$ cat src/rtl/hazard_stall_unit_pkg.sv
// Shared definitions for the decode-stage hazard/stall unit.
//   REG_W        : architectural register index width
//   CAUSE_*      : bit positions inside stall_cause
//   DEF_*_CYC    : default HI/LO unit occupancy for mult and div
//   cnt_width()  : busy counter width able to hold the longer occupancy
package hazard_stall_unit_pkg;

  localparam int REG_W        = 5;
  localparam int CAUSE_W      = 3;
  localparam int CAUSE_DATA   = 0;
  localparam int CAUSE_EPC    = 1;
  localparam int CAUSE_MD     = 2;
  localparam int DEF_MULT_CYC = 5;
  localparam int DEF_DIV_CYC  = 10;

  function automatic int cnt_width(input int a, input int b);
    return $clog2(((a > b) ? a : b) + 1);
  endfunction

endpackage

$ cat src/rtl/hazard_stall_unit_md_busy_counter.sv
// HI/LO unit occupancy counter.
// Ports:
//   clk     rising-edge clock
//   reset   asynchronous active-low reset, clears the count
//   start   mult/div issuing this cycle (reloads, never queues)
//   is_div  issuing operation is a div
//   cancel  exception flush, overrides start
//   busy    count != 0
module md_busy_counter
  import hazard_stall_unit_pkg::*;
#(
  parameter int MULT_CYC = DEF_MULT_CYC,
  parameter int DIV_CYC  = DEF_DIV_CYC
) (
  input  logic clk,
  input  logic reset,
  input  logic start,
  input  logic is_div,
  input  logic cancel,
  output logic busy
);

  localparam int CW = cnt_width(MULT_CYC, DIV_CYC);

  logic [CW-1:0] count;

  always_ff @(posedge clk or negedge reset) begin
    if (!reset) begin
      count <= '0;
    end else if (cancel) begin
      count <= '0;
    end else if (start) begin
      count <= is_div ? CW'(DIV_CYC) : CW'(MULT_CYC);
    end else if (count != '0) begin
      count <= count - CW'(1);
    end
  end

  assign busy = (count != '0);

endmodule

$ cat src/rtl/hazard_stall_unit.sv
// Decode-stage interlock: detects RAW data hazards against downstream
// stages, eret-after-mtc0-EPC ordering, and HI/LO unit occupancy, and
// freezes F/D (bubble into E) while any of them holds.
// Ports:
//   clk, reset            clock, asynchronous active-low reset
//   d_src/d_tuse          decode source registers and when each is needed
//   d_eret, d_md_use      decode is eret / uses HI/LO
//   stg_dst/stg_tnew      per-stage destination and cycles until ready
//   stg_valid, stg_epc_wr per-stage real-instruction and mtc0-EPC flags
//   e_md_start/_is_div    mult/div issuing in E
//   md_cancel             exception flush of the HI/LO unit
//   stall, stall_cause    freeze request and its reasons
//   md_busy               HI/LO unit occupied
//   stall_cnt             saturating count of stalled cycles
module hazard_stall_unit
  import hazard_stall_unit_pkg::*;
#(
  parameter int NSRC     = 2,
  parameter int NSTG     = 2,
  parameter int TW       = 2,
  parameter int MULT_CYC = DEF_MULT_CYC,
  parameter int DIV_CYC  = DEF_DIV_CYC,
  parameter int PCW      = 32
) (
  input  logic                  clk,
  input  logic                  reset,
  input  logic [NSRC*REG_W-1:0] d_src,
  input  logic [NSRC*TW-1:0]    d_tuse,
  input  logic                  d_eret,
  input  logic                  d_md_use,
  input  logic [NSTG*REG_W-1:0] stg_dst,
  input  logic [NSTG*TW-1:0]    stg_tnew,
  input  logic [NSTG-1:0]       stg_valid,
  input  logic [NSTG-1:0]       stg_epc_wr,
  input  logic                  e_md_start,
  input  logic                  e_md_is_div,
  input  logic                  md_cancel,
  output logic                  stall,
  output logic [CAUSE_W-1:0]    stall_cause,
  output logic                  md_busy,
  output logic [PCW-1:0]        stall_cnt
);

  logic [NSRC*NSTG-1:0] hz;

  // stg_valid is evaluated first with && so that unknown fields of an
  // empty stage resolve to 0 instead of leaking X into stall.
  for (genvar k = 0; k < NSRC; k++) begin : g_src
    for (genvar j = 0; j < NSTG; j++) begin : g_stg
      assign hz[k*NSTG+j] = stg_valid[j] &&
                            (d_src[k*REG_W +: REG_W] != '0) &&
                            (stg_dst[j*REG_W +: REG_W] == d_src[k*REG_W +: REG_W]) &&
                            (d_tuse[k*TW +: TW] < stg_tnew[j*TW +: TW]);
    end
  end

  md_busy_counter #(
    .MULT_CYC (MULT_CYC),
    .DIV_CYC  (DIV_CYC)
  ) u_md_busy_counter (
    .clk    (clk),
    .reset  (reset),
    .start  (e_md_start),
    .is_div (e_md_is_div),
    .cancel (md_cancel),
    .busy   (md_busy)
  );

  always_comb begin
    stall_cause             = '0;
    stall_cause[CAUSE_DATA] = |hz;
    stall_cause[CAUSE_EPC]  = d_eret & (|(stg_epc_wr & stg_valid));
    stall_cause[CAUSE_MD]   = d_md_use & (md_busy | e_md_start);
  end

  assign stall = |stall_cause;

  always_ff @(posedge clk or negedge reset) begin
    if (!reset) begin
      stall_cnt <= '0;
    end else if (stall && (stall_cnt != '1)) begin
      stall_cnt <= stall_cnt + PCW'(1);
    end
  end

endmodule

$ cat config.mk
export PLATFORM = sky130hd
export DESIGN_NAME = hazard_stall_unit
export DESIGN_NICKNAME = d
export VERILOG_FILES = /design/src/rtl/hazard_stall_unit_pkg.sv /design/src/rtl/hazard_stall_unit_md_busy_counter.sv /design/src/rtl/hazard_stall_unit.sv
export SDC_FILE = /design/constraint.sdc
export NUM_CORES = 1
export LEC_CHECK = 0
export CAP_MARGIN = 20
export CORE_ASPECT_RATIO = 1.25
export CORE_MARGIN = 5
export CORE_UTILIZATION = 30
export CTS_CLUSTER_SIZE = 30
export DETAILED_ROUTE_END_ITERATION = 8
export RECOVER_POWER = 25
export SYNTH_ARGS = -nofsm -noshare
export SYNTH_HDL_FRONTEND = slang
export SYNTH_SLANG_ARGS = --single-unit
$ cat constraint.sdc
create_clock -name clk -period 1.8 [get_ports clk]
set_input_delay 0.18 -clock clk [delete_from_list [all_inputs] [get_ports clk]]
set_output_delay 0.18 -clock clk [all_outputs]
set_load 0.02 [all_outputs]
==> results_dict.tcl, run 1 <==
set metrics [dict create \
    vias 2256 \
    cp_max_fo 6 \
    tightest_slew_ps 881 \
    fp.dieH_um 108 \
    cpPeakStageDelay_ps 380 \
    antenna_found_initial 0 \
    start_util 0.310 \
    final-max-slew-violation-count 0 \
    clockBufferDepth 2 \
    dpl_cell_area_um2 3580 \
    slew_headroom 0.413 \
    cts_tree "done" \
    period_needed_ps 1940 \
    num_io_pins 76 \
    clk_latency_ps 290 \
    drt-pass1-iter-count 4 \
    outcome "finished with violations" \
    max-cap-violations 0 \
    instances_no_fill 458 \
    grt_max_degree 37 \
    cpMostUsedCell "inv_2" \
    endpoint_kind "flop" \
    async_flop_share 1.00 \
    grtUsageTotal 0.141 \
    synth_ff_type "dfrtp_1" \
    syn2layout_area_growth_pct 78.7 \
    layout_commonest_cell "buf_4" \
    rsz0062_at_grt "true" \
    rows 35 \
    synth_area_leaders "dfrtp_1 39%, xnor2_1 12%, xor2_1 7.6%" \
    num-nets-final 410 \
    core-area_um2 7440 \
    dp_cells 443 \
    yosysSeqAreaShare 0.390 \
    htree_levels 2 \
    synth_edf_count 0 \
    worst-endpoint-arrival_ps 2120 \
    wirelength_mm 6.81 \
    port_buffers 75 \
    n_fill_cell 641 \
    period_share 1.08 \
    path_delay_family "flip-flops" \
    p_leak_uw 0.00188 \
    avgViaCountPerCell 4.93 \
    synth_top_area_cell "dfrtp_1" \
    grt_pass1_wl_mm 10.6 \
    place_hpwl_mm 5.17 \
    synth_top_area_share 0.390 \
    die_area_um2 9570 \
    fmax_ghz 0.515 \
    clk_pin_slew_worst_paths_ps 70 \
    numCtsBuffers 5 \
    hold_buffers 0 \
    yosys_warnings 0 \
    drt_iter0_markers 75 \
    syn_nets 276 \
    cp_num_buf_inv 4 \
    worstPathCellList "inv_1 > ha_2 > inv_2 > nor3_4 > inv_2 > o21a_4 > nor2_4 > o221ai_4 > buf_6 > nand2_4 > mux2_4" \
    hold_viol_final 0 \
    gp_congestion 0.804 \
    finalPower_uw 2860 \
    drc 0 \
    ys_types 37 \
    synth_area_um2 2310 \
    worst_hold_path_type "flop to flop" \
    synthCells 231 \
    gr-total-overflow 0 \
    drive_above_1_share 0.410 \
    setup-tns-final_ps -3060 \
    power_density_nw_per_um2 692 \
    syn_area_per_cell_um2 10.0 \
    cp_slowest_cell "dfrtp_1" \
    cts_sinks 36 \
    die_x_um 88.5 \
    ant_nets 0 \
    crit_type "flop to flop" \
    antennaDiodeCount 0 \
    violations "setup timing" \
    setup_viol 33 \
    layout_common_cells "52 x buf_4, 41 x clkdlybuf4s50_1, 26 x xnor2_1, 25 x dlymetal6s2s_1, 23 x dfrtp_1" \
    critPathLaunchType "flop" \
    cts_root_buffer "clkbuf_8" \
    final_area_um2 4130 \
    finClkSkew_ps 7.17 \
    vdd_ir_drop_max_uv 638 \
    synth-seq-cells 36 \
    wl_per_cell_um 14.9 \
    setup_slack_ps -142 \
    critPathRequiredTime_ps 1980 \
    first_global_vias 2340 \
]
## flip-flops by register name, summed over array words and instances, names as in the netlist
register / flops
u_md_busy_counter.count: 4
stall_cnt: 32
## where the power goes
group | internal (µW) | total (µW) | switching [µW]
Sequential | 906 | 964 | 57.8
Combinational | 607 | 1190 | 582
Clock | 410 | 705 | 295
Total | 1920 | 2860 | 935
## cell usage after synthesis, types with 3 or more instances
master,n
nor4_1,4
inv_1,6
nor3_1,9
a211oi_1,5
xnor2_1,32
buf_2,3
dfrtp_1,36
nand4_1,17
and3_1,10
nand3_1,10
nand2_1,7
nand3_2,9
xor2_1,20
and4_1,3
a22oi_1,3
or4_1,3
nor2_1,14
nand2b_1,9
ha_1,6
## repair_timing
item	CTS	global route
buffers inserted	3	4
resized for setup	47	62
pin swaps	8	14
hold endpoints to repair	0	0
setup endpoints to repair	37	36
## per-layer routing
layer | wire length (µm) | global-route usage
met4 | 148 | 0.0637
met2 | 3380 | 0.237
met5 | 0 | 0
met3 | 485 | 0.0373
met1 | 2800 | 0.165
## stage by stage
step / hold slack, ps / setup WS [ps] / utilization
2_1_floorplan: -116 / -115 / -
4_1_cts: 329 / -177 / 0.520
3_3_place_gp: 482 / -812 / 0.481
3_5_place_dp: 482 / -787 / 0.481
5_1_grt: 513 / -264 / 0.555
6_report: 494 / -142 / 0.555
## cell type report
type / instances / area (µm²) / share of cell area
Multi-Input combinational cell: 182 / 1700 / 0.412
Timing Repair Buffer: 133 / 1260 / 0.304
Sequential cell: 36 / 917 / 0.222
Tap cell: 92 / 115 / 0.0279
Clock buffer: 5 / 68.8 / 0.0167
Clock inverter: 3 / 42.5 / 0.0103
Inverter: 7 / 26.3 / 0.00636
## worst register-to-register path: stages, from the launching register on
cell,delay [ps]
dfrtp_1,380
inv_1,60
ha_2,180
inv_2,50
nor3_4,140
inv_2,60
o21a_4,200
nor2_4,110
o221ai_4,120
buf_6,170
nand2_4,70
mux2_4,290
## logic make-up after synthesis
group / Yosys count / synth area share
simple gates: 106 / 0.290
xor+xnor: 52 / 0.197
mux: 2 / 0.00974
buf+inv: 13 / 0.0292
compound gates: 16 / 0.0514
fa+ha+maj: 6 / 0.0325
flops: 36 / 0.390
## final timing paths
check | depth (start not counted) | startpoint | end | slack, ps
max | 11 | u_md_busy_counter.count[0] | stall_cnt[1] | -140
min | 1 | stall_cnt[27] | stall_cnt[27] | 490
max reg2reg | 11 | u_md_busy_counter.count[0] | stall_cnt[1] | -140
min reg2reg | 1 | stall_cnt[27] | stall_cnt[27] | 490
max in group asynchronous | 2 | reset | stall_cnt[9] | 660
min in group asynchronous | 2 | reset | u_md_busy_counter.count[2] | 540
Note: power is estimated with default switching activity, not from simulation.
==> run 2: changes to the inputs <==
--- a/config.mk
+++ b/config.mk
@@ -12,6 +12,7 @@
 export CTS_CLUSTER_SIZE = 30
 export DETAILED_ROUTE_END_ITERATION = 8
 export RECOVER_POWER = 25
+export REMOVE_ABC_BUFFERS = 1
 export SYNTH_ARGS = -nofsm -noshare
 export SYNTH_HDL_FRONTEND = slang
 export SYNTH_SLANG_ARGS = --single-unit
==> results_dict.tcl, run 2 (same netlist as run 1, synthesis figures left out) <==
set metrics [dict create \
    clockPowerShare 0.220 \
    die_x_um 88.5 \
    worst_hold_path_type "flop to flop" \
    violations "setup timing" \
    first_global_vias 2313 \
    core-area_um2 7440 \
    r2r-start "u_md_busy_counter.count[0]" \
    drc 0 \
    tightest_slew_ps 887 \
    finClkSkew_ps 3.40 \
    place_hpwl_mm 4.97 \
    clockBufferDepth 2 \
    drt_iter0_markers 63 \
    avgViaCountPerCell 4.84 \
    dp_slack_ps -770 \
    cp.depth 11 \
    dp_cells 443 \
    cp_max_fo 7 \
    htree_levels 2 \
    hold_viol_final 0 \
    outcome "finished with violations" \
    endpoint_kind "flop" \
    reg2reg_to "stall_cnt[30]" \
    port_buffers 75 \
    regMostFlops "stall_cnt" \
    gr-total-overflow 0 \
    cts_tree "done" \
    gp_congestion 0.821 \
    rows 35 \
    worst-endpoint-arrival_ps 2150 \
    critPathLaunchType "flop" \
    final-max-slew-violation-count 0 \
    drive_above_1_share 0.356 \
    period_share 1.10 \
    period_needed_ps 1980 \
    instances_no_fill 463 \
    vdd_ir_drop_max_uv 340 \
    ant_nets 0 \
    worst-r2r-cell-count 11 \
    critPathRequiredTime_ps 1970 \
    critPathCapture "stall_cnt[30]" \
    wl_per_cell_um 13.8 \
    setup_viol 33 \
    setup_slack_ps -180 \
    combPwrFrac 0.434 \
    num_io_pins 76 \
    antennaDiodeCount 0 \
    power_density_nw_per_um2 680 \
    fp.dieH_um 108 \
    wirelength_mm 6.38 \
    crit_type "flop to flop" \
    reg.largest.list "stall_cnt x32, u_md_busy_counter.count x4" \
    cts_sinks 36 \
    cp-startpoint "u_md_busy_counter.count[0]" \
    r2r_setup_slack_ps -180 \
    seqPwrFrac 0.346 \
    cpPeakStageDelay_ps 380 \
    antenna_found_initial 0 \
    clk_pin_slew_worst_paths_ps 70 \
    cp_slowest_cell "dfrtp_1" \
    setup-tns-final_ps -3250 \
    p_leak_uw 0.00178 \
    grt_max_degree 37 \
    clk_latency_ps 280 \
    layout_common_cells "57 x buf_4, 42 x clkdlybuf4s50_1, 36 x dfrtp_1, 28 x xnor2_1, 20 x xor2_1" \
    num-nets-final 416 \
    layout_commonest_cell "buf_4" \
    cp_num_buf_inv 4 \
    numCtsBuffers 5 \
    rsz0062_at_grt "true" \
    cpMostUsedCell "inv_2" \
    switchingPower_uw 889 \
    die_area_um2 9570 \
    cts_root_buffer "clkbuf_8" \
    fmax_ghz 0.505 \
    worstPathCellList "inv_2 > ha_4 > inv_4 > nor3_4 > inv_2 > o21a_1 > nor2_2 > o221ai_4 > buf_6 > nand3_1 > mux2_4" \
    swShare 0.326 \
    path_delay_family "flip-flops" \
    vias 2240 \
    slew_headroom 0.409 \
    largest_reg_flops 32 \
    fin_hold_ws_ps 505 \
    grtUsageTotal 0.140 \
    p_int_uw 1840 \
    syn2layout_area_growth_pct 73.5 \
    grt_pass1_wl_mm 10.6 \
    max-cap-violations 0 \
    drt-pass1-iter-count 4 \
    start_util 0.310 \
]
-- run 2: how the worst min path moves through the flow --
stage	start	end	slack [ps]	cells past startpoint
2_1_floorplan	reset	stall_cnt[0]	-120	0
3_3_place_gp	stall_cnt[27]	stall_cnt[27]	500	1
3_5_place_dp	stall_cnt[27]	stall_cnt[27]	490	1
4_1_cts	reset	stall_cnt[4]	320	2
5_1_grt	stall_cnt[29]	stall_cnt[29]	540	1
6_report	stall_cnt[31]	stall_cnt[31]	500	1
-- run 2: per-layer routing --
layer  vias up  part of all wire  global-route usage  routed length [µm]
met5         -                 0                   0                   0
met4         0             0.012              0.0292                  78
met3         9             0.053              0.0320                 341
met2        48              0.54               0.261                3440
met1      1072              0.39               0.160                2520
li1       1111                 -                   -                   -
-- run 2: power groups by stage --
| stage | clock network (µW) | logic, µW | registers (µW) |
|---|---|---|---|
| after global placement | 0 | 1040 | 952 |
| final | 600 | 1180 | 943 |
| after floorplan | 0 | 307 | 1110 |
| after CTS | 630 | 1140 | 942 |
| after detailed placement | 0 | 1050 | 956 |
| after global routing | 662 | 1270 | 951 |
-- run 2: final cells by class --
type	instances	area [µm²]
inverters	7	28.8
well taps	92	115
fillers	698	3440
multi-input cells	182	1610
repair buffers	139	1250
clock buffers	7	96.3
flip-flops and latches	36	901
-- run 2: timing repair --
item                                    4_1_cts  5_1_grt
gates resized for setup                      72       38
setup buffers                                 9        5
endpoints found under the setup margin       37       36
hold buffers                                  0        0
pin swaps                                    12       17
-- run 2: worst reg2reg max path: cells and delay by family, from the launching register on --
family / cells / cell delay [ps]
flip-flops: 1 / 380
AND/OR/NAND/NOR: 3 / 390
multiplexers: 1 / 300
AO/OA/AOI/OAI: 2 / 330
adder cells (fa/ha/maj): 1 / 140
buffers and inverters: 4 / 330
-- run 2: stage by stage --
stage               area (µm²)   util  power, µW
floorplan                 2270      -       1420
global placement          3520  0.473       2000
global route              4010  0.538       2890
CTS                       3830  0.514       2720
finish                    4010  0.538       2730
detailed placement        3520  0.473       2010
